### src/rtl/cpu_ctrl_pkg.sv
// Shared definitions for the multicycle CPU controller: state encoding,
// opcode constants, ALU op codes, accumulator-select codes and the strobe bundle.
package cpu_ctrl_pkg;

    typedef enum logic [3:0] {
        S_FETCH   = 4'd0,
        S_DECODE  = 4'd1,
        S_FETCH2  = 4'd2,
        S_LD_MEM  = 4'd3,
        S_LD_EX   = 4'd4,
        S_LD_WB   = 4'd5,
        S_ST_RD   = 4'd6,
        S_ST_EX   = 4'd7,
        S_ST_MEM  = 4'd8,
        S_ALU_RDA = 4'd9,
        S_ALU_RDB = 4'd10,
        S_ALU_EX  = 4'd11,
        S_ALU_WB  = 4'd12,
        S_JMP     = 4'd13,
        S_HALT    = 4'd14
    } stateT;

    localparam logic [2:0] OP_LOAD  = 3'b000;
    localparam logic [2:0] OP_STORE = 3'b001;
    localparam logic [2:0] OP_JUMP  = 3'b010;
    localparam logic [2:0] OP_BRZ   = 3'b011;
    localparam logic [2:0] OP_ADD   = 3'b100;
    localparam logic [2:0] OP_SUB   = 3'b101;
    localparam logic [2:0] OP_AND   = 3'b110;
    localparam logic [2:0] OP_SYS   = 3'b111;

    localparam logic [1:0] ALU_ADD = 2'b00;
    localparam logic [1:0] ALU_SUB = 2'b01;
    localparam logic [1:0] ALU_AND = 2'b10;
    localparam logic [1:0] ALU_NOT = 2'b11;

    localparam logic [1:0] ACC_SEL_DI = 2'b00;
    localparam logic [1:0] ACC_SEL_J  = 2'b01;
    localparam logic [1:0] ACC_SEL_I  = 2'b10;

    typedef struct packed {
        logic       pcInc;
        logic       pcLoadEn;
        logic       diLoadEn;
        logic       trWriteEn;
        logic       irWriteEn;
        logic       memoryReadEn;
        logic       memoryWriteEn;
        logic       accumulatorWriteEn;
        logic       aRegWriteEn;
        logic       bRegWriteEn;
        logic       aluResWriteEn;
        logic       ldCzn;
        logic       pcOrTr;
        logic       regOrMem;
        logic       regBOr0;
        logic       regAOr0;
        logic [1:0] selAccumulatorAddress;
        logic [1:0] aluOpControl;
        logic       halted;
    } ctrlT;

    function automatic logic [2:0] opcodeOf(input logic [7:0] ir);
        return ir[7:5];
    endfunction

endpackage

### src/rtl/ctrl_output_decode.sv
// Pure Moore decode of the controller state into datapath strobes and selects.
// Only ALU_EX looks at the opcode, which is stable because IR loads in FETCH alone.
module ctrl_output_decode
    import cpu_ctrl_pkg::*;
(
    input  stateT      state,
    input  logic [2:0] opcode,
    output ctrlT       ctrl
);

    always_comb begin
        ctrl = '0;
        case (state)
            S_FETCH: begin
                ctrl.pcOrTr       = 1'b1;
                ctrl.memoryReadEn = 1'b1;
                ctrl.irWriteEn    = 1'b1;
                ctrl.pcInc        = 1'b1;
            end
            S_FETCH2: begin
                ctrl.pcOrTr       = 1'b1;
                ctrl.memoryReadEn = 1'b1;
                ctrl.trWriteEn    = 1'b1;
                ctrl.diLoadEn     = 1'b1;
                ctrl.pcInc        = 1'b1;
            end
            S_LD_MEM: begin
                ctrl.memoryReadEn = 1'b1;
                ctrl.bRegWriteEn  = 1'b1;
            end
            S_LD_EX: begin
                ctrl.regAOr0       = 1'b1;
                ctrl.aluOpControl  = ALU_ADD;
                ctrl.aluResWriteEn = 1'b1;
            end
            S_LD_WB: begin
                ctrl.selAccumulatorAddress = ACC_SEL_DI;
                ctrl.accumulatorWriteEn    = 1'b1;
            end
            S_ST_RD: begin
                ctrl.selAccumulatorAddress = ACC_SEL_DI;
                ctrl.aRegWriteEn           = 1'b1;
            end
            S_ST_EX: begin
                ctrl.regBOr0       = 1'b1;
                ctrl.aluOpControl  = ALU_ADD;
                ctrl.aluResWriteEn = 1'b1;
            end
            S_ST_MEM: begin
                ctrl.memoryWriteEn = 1'b1;
            end
            S_ALU_RDA: begin
                ctrl.selAccumulatorAddress = ACC_SEL_I;
                ctrl.aRegWriteEn           = 1'b1;
            end
            S_ALU_RDB: begin
                ctrl.selAccumulatorAddress = ACC_SEL_J;
                ctrl.regOrMem              = 1'b1;
                ctrl.bRegWriteEn           = 1'b1;
            end
            S_ALU_EX: begin
                // NOT zeroes the A operand so the ALU passes ~B
                if (opcode == OP_SYS) begin
                    ctrl.aluOpControl = ALU_NOT;
                    ctrl.regAOr0      = 1'b1;
                end else begin
                    ctrl.aluOpControl = opcode[1:0];
                end
                ctrl.aluResWriteEn = 1'b1;
                ctrl.ldCzn         = 1'b1;
            end
            S_ALU_WB: begin
                ctrl.selAccumulatorAddress = ACC_SEL_I;
                ctrl.accumulatorWriteEn    = 1'b1;
            end
            S_JMP: begin
                ctrl.pcLoadEn = 1'b1;
            end
            S_HALT: begin
                ctrl.halted = 1'b1;
            end
            default: ctrl = '0;
        endcase
    end

endmodule

### src/rtl/multicycle_control_unit.sv
// Moore controller for the 8-bit multicycle CPU: state register, next-state
// logic, and reset gating of the decoded datapath controls.
module multicycle_control_unit
    import cpu_ctrl_pkg::*;
#(
    parameter bit ENABLE_HALT = 1'b1
) (
    input  logic       clk,
    input  logic       rst,
    input  logic [7:0] ir_to_cu,
    input  logic [4:0] di_to_cu,
    input  logic [2:0] czn_to_cu,
    output logic       pc_inc,
    output logic       pc_load_en,
    output logic       di_load_en,
    output logic       tr_write_en,
    output logic       ir_write_en,
    output logic       memory_read_en,
    output logic       memory_write_en,
    output logic       accumulator_write_en,
    output logic       a_reg_write_en,
    output logic       b_reg_write_en,
    output logic       alu_res_write_en,
    output logic       ld_czn,
    output logic       pc_or_tr,
    output logic       reg_or_mem,
    output logic       reg_b_or_0,
    output logic       reg_a_or_0,
    output logic [1:0] sel_accumulator_address,
    output logic [1:0] alu_op_control,
    output logic       halted,
    output logic [3:0] state_dbg
);

    stateT      state;
    stateT      nextState;
    logic [2:0] opcode;
    ctrlT       decoded;
    ctrlT       ctrl;
    logic       unusedInputs;

    // The register index and most IR/flag bits are consumed by the datapath, not here
    assign unusedInputs = ^{di_to_cu, ir_to_cu[3:0], czn_to_cu[2], czn_to_cu[0]};
    assign opcode       = opcodeOf(ir_to_cu);

    always_ff @(posedge clk) begin
        if (!rst) begin
            state <= S_FETCH;
        end else begin
            state <= nextState;
        end
    end

    always_comb begin
        nextState = S_FETCH;
        case (state)
            S_FETCH:  nextState = S_DECODE;
            S_DECODE: begin
                if (opcode[2]) begin
                    if (opcode == OP_SYS && ir_to_cu[4]) begin
                        nextState = ENABLE_HALT ? S_HALT : S_FETCH;
                    end else begin
                        nextState = S_ALU_RDA;
                    end
                end else begin
                    nextState = S_FETCH2;
                end
            end
            S_FETCH2: begin
                // BRZ resolves here on the Z flag left by the last ALU instruction
                case (opcode)
                    OP_LOAD:  nextState = S_LD_MEM;
                    OP_STORE: nextState = S_ST_RD;
                    OP_JUMP:  nextState = S_JMP;
                    OP_BRZ:   nextState = czn_to_cu[1] ? S_JMP : S_FETCH;
                    default:  nextState = S_FETCH;
                endcase
            end
            S_LD_MEM:  nextState = S_LD_EX;
            S_LD_EX:   nextState = S_LD_WB;
            S_LD_WB:   nextState = S_FETCH;
            S_ST_RD:   nextState = S_ST_EX;
            S_ST_EX:   nextState = S_ST_MEM;
            S_ST_MEM:  nextState = S_FETCH;
            S_ALU_RDA: nextState = S_ALU_RDB;
            S_ALU_RDB: nextState = S_ALU_EX;
            S_ALU_EX:  nextState = S_ALU_WB;
            S_ALU_WB:  nextState = S_FETCH;
            S_JMP:     nextState = S_FETCH;
            S_HALT:    nextState = S_HALT;
            default:   nextState = S_FETCH;
        endcase
    end

    ctrl_output_decode uDecode (
        .state  (state),
        .opcode (opcode),
        .ctrl   (decoded)
    );

    // Holding reset silences the datapath even before the state register is known
    assign ctrl      = rst ? decoded : '0;
    assign state_dbg = rst ? state : 4'd0;

    assign pc_inc                  = ctrl.pcInc;
    assign pc_load_en              = ctrl.pcLoadEn;
    assign di_load_en              = ctrl.diLoadEn;
    assign tr_write_en             = ctrl.trWriteEn;
    assign ir_write_en             = ctrl.irWriteEn;
    assign memory_read_en          = ctrl.memoryReadEn;
    assign memory_write_en         = ctrl.memoryWriteEn;
    assign accumulator_write_en    = ctrl.accumulatorWriteEn;
    assign a_reg_write_en          = ctrl.aRegWriteEn;
    assign b_reg_write_en          = ctrl.bRegWriteEn;
    assign alu_res_write_en        = ctrl.aluResWriteEn;
    assign ld_czn                  = ctrl.ldCzn;
    assign pc_or_tr                = ctrl.pcOrTr;
    assign reg_or_mem              = ctrl.regOrMem;
    assign reg_b_or_0              = ctrl.regBOr0;
    assign reg_a_or_0              = ctrl.regAOr0;
    assign sel_accumulator_address = ctrl.selAccumulatorAddress;
    assign alu_op_control          = ctrl.aluOpControl;
    assign halted                  = ctrl.halted;

endmodule
### config.mk
export PLATFORM = sky130hd
export DESIGN_NAME = multicycle_control_unit
export DESIGN_NICKNAME = d
export VERILOG_FILES = /design/src/rtl/cpu_ctrl_pkg.sv /design/src/rtl/ctrl_output_decode.sv /design/src/rtl/multicycle_control_unit.sv
export SDC_FILE = /design/constraint.sdc
export NUM_CORES = 1
export LEC_CHECK = 0
export BUFFER_PORTS_ARGS = -buffer_cell sky130_fd_sc_hd__clkbuf_2
export CAP_MARGIN = 5
export CORE_ASPECT_RATIO = 1.2
export CORE_MARGIN = 8
export CORE_UTILIZATION = 30
export CTS_CLUSTER_SIZE = 12
export DETAILED_ROUTE_END_ITERATION = 10
export GPL_ROUTABILITY_DRIVEN = 1
export REMOVE_ABC_BUFFERS = 1
export SLEW_MARGIN = 20
export SYNTH_ARGS = -nofsm -noshare
export SYNTH_HDL_FRONTEND = slang
export SYNTH_SLANG_ARGS = --single-unit
### constraint.sdc
create_clock -name clk -period 1.3 [get_ports clk]
set_input_delay 0.13 -clock clk [delete_from_list [all_inputs] [get_ports clk]]
set_output_delay 0.13 -clock clk [all_outputs]
set_load 0.03 [all_outputs]
==> results.yml, run 1 <==
pwr:
  ir_drop_mv: 1.13
  p_total_mw: 1.89
  clockPowerShare: 0.078
  cell_internal_pwr_mw: 1.03
  combinationalPowerShare: 0.768
  p_switching_uw: 861
  p_seq_frac: 0.154
  swShare: 0.456
  p_per_area_nw_per_um2: 1500
  p_leak_nw: 0.518
worst_setup_path:
  crit_path_start_kind: "flop"
  slowest_stage: "dfxtp_4"
  end_kind: "output pin"
  crit_arrival_ns: 1.27
  crit_fanout: 8
  startpoint: "state[2]$_SDFF_PN0_"
  path_buf_inv: 2
  r2r_cells: 5
  required_ns: 1.17
  reg2reg_to: "state[2]$_SDFF_PN0_"
  path_cells: "buf_6, nor2_4, nand2_4, nor3_4, buf_8"
  r2r-start: "state[3]$_SDFF_PN0_"
  critPathKind: "reg -> out"
  slowest_delay_ns: 0.37
  r2r_slack_ns: 0.02
  critPathTopFamily: "simple AND/OR/NAND/NOR gates"
timing:
  maxSlewHeadroom: 0.777
  hold_viol_final: 0
  fin_worst_skew_ns: 0.00242
  fin_crit_ns: 1.40
  final.period_utilization: 1.08
  tightestPinTransition_ns: 0.333
  setup_viol: 21
  hold_ws_ns: 0.274
  rsz0062_at_grt: "true"
  finalWorstSetupSlack_ns: -0.103
  max_clock_freq_mhz: 713
  drv_slew: 0
synthesis:
  netlist.area_leader.share: 0.136
  async_reset_ff_frac: 0
  netlist_instances: 87
  ys_types: 33
  synth_most_common_cell: "nor2_1"
  ys_warn_count: 0
  synth_seq_cells: 4
  syn_avg_cell_area_um2: 6.76
  syn-cell-area_um2: 588
  yosysTopAreaCell: "dfxtp_1"
  synth_edf_count: 0
  synth_seq_area_share: 0.136
  yosys-top-cells-area: "dfxtp_1 (14%), buf_4 (7.7%), and2_1 (6.4%), a21oi_1 (5.1%), nor3_1 (5.1%)"
  ys.flop_type: "dfxtp_1"
global_route:
  grt_max_degree: 12
  overflow: 0
  grt_pass1_vias: 792
  grtUsageTotal: 0.124
  antenna_found_initial: 0
  grt_pass1_wl_um: 3840
hold_path:
  hold_depth: 3
  hold_end: "state[3]$_SDFF_PN0_"
  min_path_type: "in -> reg"
  hp-start: "ir_to_cu[6]"
placed_design:
  place_inst: 143
  pre_cts_slack_ns: -0.0743
  portBuffers: 31
  dp_hpwl_um: 1530
  gp_congestion: 0.821
layout:
  drive_gt1_frac: 0.647
  reg_top3: "state x4"
  nets: 156
  largest_register_ffs: 4
  fill_cells: 115
  diodes: 0
  regMostFlops: "state"
  area_growth_pct: 114
  stdcell_count: 155
clocking:
  cts_tree: "done"
  cts_root_buf: "clkbuf_4"
  holdBufCountCts: 0
  clock_latency_ns: 0.23
  ctsHtreeMaxLevel: 1
  cts_made_buffers: 3
  cts.sinks: 4
  path_clk_slew_ns: 0.04
  cts_buffer_depth: 2
drt:
  num_vias: 825
  vias_per_cell: 5.32
  drc: 0
  wl_um: 2320
  dr.pass1.iters: 4
  drtAntennaViolNets: 0
  wl_per_cell_um: 15.0
  first_iter_violations: 17
run:
  maxCapViolCount: 0
die:
  start_util: 0.318
  core_area_um2: 1850
  dieArea_um2: 3640
  top_level_ports: 43
  row_count: 17
  die_h_um: 64.5
  die_x_um: 56.4
run_status:
  violations: "setup timing"
  status: "complete, but fails checks"
[timing repair]
action	in CTS	in global routing
endpoints found under the setup margin	26	26
gates resized for setup	70	20
pin swaps	9	7
setup buffers	6	3
[worst max-delay path by stage]
stage | endpoint | slack (ns) | depth (start not counted)
5_1_grt | memory_read_en | -0.17 | 5
3_5_place_dp | state[1]$_SDFF_PN0_ | -0.07 | 5
4_1_cts | accumulator_write_en | -0.10 | 4
6_report | ir_write_en | -0.10 | 5
3_3_place_gp | a_reg_write_en | -0.04 | 4
2_1_floorplan | reg_or_mem | -0.80 | 2
[logic make-up after synthesis]
kind of cell,synth area share
and+or+nand+nor,0.466
AOI/OAI and AO/OA,0.213
buffers and inverters,0.155
DFF,0.136
xor gates and xnor gates,0.0298
[final cells by class]
| class | count | area, um^2 | area share |
|---|---|---|---|
| Clock buffer | 3 | 22.5 | 0.0179 |
| Inverter | 3 | 11.3 | 0.00896 |
| Multi-Input combinational cell | 69 | 547 | 0.435 |
| Sequential cell | 4 | 95.1 | 0.0756 |
| Tap cell | 19 | 23.8 | 0.0189 |
| Timing Repair Buffer | 57 | 558 | 0.444 |
[cell usage in the layout, fill, tap and decap left out, types with 3 or more instances in the layout]
cell type   n
nand3_1     5
a21oi_1     4
nor3_2      3
clkbuf_4    5
dfxtp_4     4
clkbuf_2    9
nand2b_4    3
clkbuf_8    9
nand2b_1    3
buf_4      23
and2_1      6
nor2_4      3
buf_6       5
o21ai_0     3
nor2_1      4
buf_8       7
nand2_1     4
[worst register-to-register path, cell delays in order, from the launching register on]
cell	delay, ns
dfxtp_4	0.36
buf_6	0.12
buf_6	0.11
nor4_4	0.29
o211ai_1	0.14
a31oi_1	0.17
[per-stage QoR]
step	instance area, um^2	setup TNS [ns]	utilization
global placement	815	-0.162	0.440
finish	1260	-1.37	0.680
floorplan	508	-6.74	-
detailed placement	815	-0.311	0.440
CTS	1170	-1.28	0.633
global route	1260	-2.89	0.680
[layer usage]
metal	vias to the layer above	GRT usage	share of wire
met3	2	0.0390	0.052
li1	402	-	-
met4	0	0.0271	0.0030
met5	-	0	0
met1	389	0.119	0.37
met2	32	0.249	0.57
[power groups by stage]
stage,clock network (mW),logic (mW),registers (mW)
after floorplan,0,0.505,0.276
after global placement,0,0.897,0.256
after detailed placement,0,0.909,0.255
after CTS,0.160,1.23,0.286
after global routing,0.168,1.53,0.302
final,0.148,1.45,0.291
(Power assumes the default switching activity.)
==> run 2: changes to the inputs <==
--- a/config.mk
+++ b/config.mk
@@ -7,8 +7,6 @@
 export LEC_CHECK = 0
 export BUFFER_PORTS_ARGS = -buffer_cell sky130_fd_sc_hd__clkbuf_2
 export CAP_MARGIN = 5
-export CORE_ASPECT_RATIO = 1.2
-export CORE_MARGIN = 8
 export CORE_UTILIZATION = 30
 export CTS_CLUSTER_SIZE = 12
 export DETAILED_ROUTE_END_ITERATION = 10
==> run 2 against run 1 <==
Compared with the run above:
- non-clock buffer count is 1 higher
- critical path depth unchanged
- final cell count rose by 4.5%
- the run still ends with setup timing left
- flip-flop and latch count is the same
- global-route usage is 8.4 points higher
- fmax down 3.9%
- clock skew up 0.0082 ns
==> results.yml, run 2 (synthesis gave the netlist of run 1 again) <==
run_status:
  status: "complete, but fails checks"
  violations: "setup timing"
hold_path:
  hold_end: "state[3]$_SDFF_PN0_"
  hold_depth: 3
  hp-start: "ir_to_cu[6]"
  min_path_type: "in -> reg"
timing:
  setup_viol: 25
  tns_ns: -2.37
  fin_worst_skew_ns: 0.0106
  final.period_utilization: 1.12
  finalWorstSetupSlack_ns: -0.159
  tightestPinTransition_ns: 0.339
  fin_crit_ns: 1.46
  maxSlewHeadroom: 0.772
  hold_viol_final: 0
  rsz0062_at_grt: "true"
  max_clock_freq_mhz: 685
  drv_slew: 0
layout:
  finish.utilization: 0.749
  area_growth_pct: 127
  stdcell_area_um2: 1340
  nets: 157
  diodes: 0
  drive_gt1_frac: 0.679
  regMostFlops: "state"
  final_cell_mix: "buf_4 (19), buf_6 (13), clkbuf_2 (9), buf_8 (9), clkbuf_8 (8)"
  reg_top3: "state x4"
  largest_register_ffs: 4
  final_common_cell: "buf_4"
placed_design:
  gp_congestion: 0.852
  portBuffers: 31
  placed_area_um2: 822
  dp_hpwl_um: 1270
drt:
  drtAntennaViolNets: 0
  first_iter_violations: 23
  wl_um: 2650
  dr.pass1.iters: 4
  wl_per_cell_um: 16.4
  vias_per_cell: 5.23
  drc: 0
  num_vias: 848
global_route:
  grt_pass1_wl_um: 3240
  overflow: 0
  antenna_found_initial: 0
  grtUsageTotal: 0.208
  grt_pass1_vias: 717
  grt_max_degree: 11
run:
  maxCapViolCount: 0
worst_setup_path:
  reg2reg_to: "state[2]$_SDFF_PN0_"
  crit_fanout: 7
  r2r_slack_ns: -0.06
  r2r-start: "state[3]$_SDFF_PN0_"
  required_ns: 1.17
  critPathKind: "reg -> out"
  crit_path_start_kind: "flop"
  end_kind: "output pin"
  crit_arrival_ns: 1.33
  r2r_cells: 5
pwr:
  p_leak_nw: 0.539
  p_per_area_nw_per_um2: 1540
  p_total_mw: 2.06
  ir_drop_mv: 0.793
die:
  die_h_um: 46.3
  core_area_um2: 1780
  die_x_um: 46.3
  row_count: 15
  top_level_ports: 43
  dieArea_um2: 2140
  start_util: 0.330
clocking:
  holdBufCountCts: 0
  ctsHtreeMaxLevel: 1
  clock_latency_ns: 0.24
  cts_root_buf: "clkbuf_4"
  cts_buffer_depth: 2
  cts.sinks: 4
  cts_tree: "done"
  cts_made_buffers: 3
  path_clk_slew_ns: 0.03
## run 2: cell types whose count changed in the layout (fill, tap and decap cells not counted), moves of 2 or more
| cell | change |
|---|---|
| buf_4 | -4 |
| buf_12 | -2 |
| buf_8 | +2 |
| clkbuf_4 | -2 |
| nor2_4 | +2 |
| buf_6 | +8 |
## run 2: metal layers
| metal | vias to the layer above | share of wire | wire length (um) | track usage |
|---|---|---|---|---|
| met5 | - | 0 | 0 | 0 |
| met1 | 390 | 0.43 | 1140 | 0.228 |
| met4 | 0 | 0.011 | 28 | 0.0882 |
| met3 | 6 | 0.052 | 137 | 0.00392 |
| li1 | 399 | - | - | - |
| met2 | 53 | 0.51 | 1340 | 0.408 |
## run 2: stage by stage
stage / hold slack, ns / worst slack [ns] / instances
after floorplan: 0.303 / -0.801 / 76
after global placement: 0.522 / -0.0373 / 149
after detailed placement: 0.517 / -0.0494 / 149
after CTS: 0.261 / -0.102 / 162
after global routing: 0.309 / -0.294 / 162
final: 0.258 / -0.159 / 162
## run 2: worst max-delay path: stages, from the launching register on
cell     delay [ns]
dfxtp_4        0.40
nand2_2        0.14
inv_1          0.12
nand2_1        0.10
nor2_1         0.15
buf_4          0.19
## run 2: worst max path at each step
stage                                    from                   to  slack, ns  cells after the start
after CTS                 state[0]$_SDFF_PN0_    alu_op_control[1]      -0.10                      5
after global routing      state[3]$_SDFF_PN0_           pc_load_en      -0.29                      5
after global placement    state[0]$_SDFF_PN0_  state[2]$_SDFF_PN0_      -0.04                      5
after detailed placement  state[0]$_SDFF_PN0_  state[0]$_SDFF_PN0_      -0.05                      4
final                     state[3]$_SDFF_PN0_           pc_load_en      -0.16                      5
after floorplan           state[1]$_SDFF_PN0_           reg_or_mem      -0.80                      2
## run 2: cell type report
type / instances / area [um^2]
clock buffers: 3 / 22.5
repair buffers: 58 / 579
fillers: 97 / 448
inverters: 3 / 11.3
flip-flops and latches: 4 / 95.1
well taps: 25 / 31.3
multi-input cells: 69 / 596
## run 2: timing repair
| item | 4_1_cts | 5_1_grt |
|---|---|---|
| endpoints found under the hold margin | 0 | 0 |
| setup endpoints to repair | 27 | 26 |
| gates cloned | 0 | 0 |
| gates resized for setup | 82 | 36 |
| buffers inserted | 10 | 0 |
| pin swaps | 16 | 8 |
## run 2: where the power goes
group | switching (mW) | internal (mW) | total, mW
clock network | 0.0593 | 0.104 | 0.163
registers | 0.0898 | 0.177 | 0.267
logic | 0.845 | 0.781 | 1.63
total | 0.994 | 1.06 | 2.06
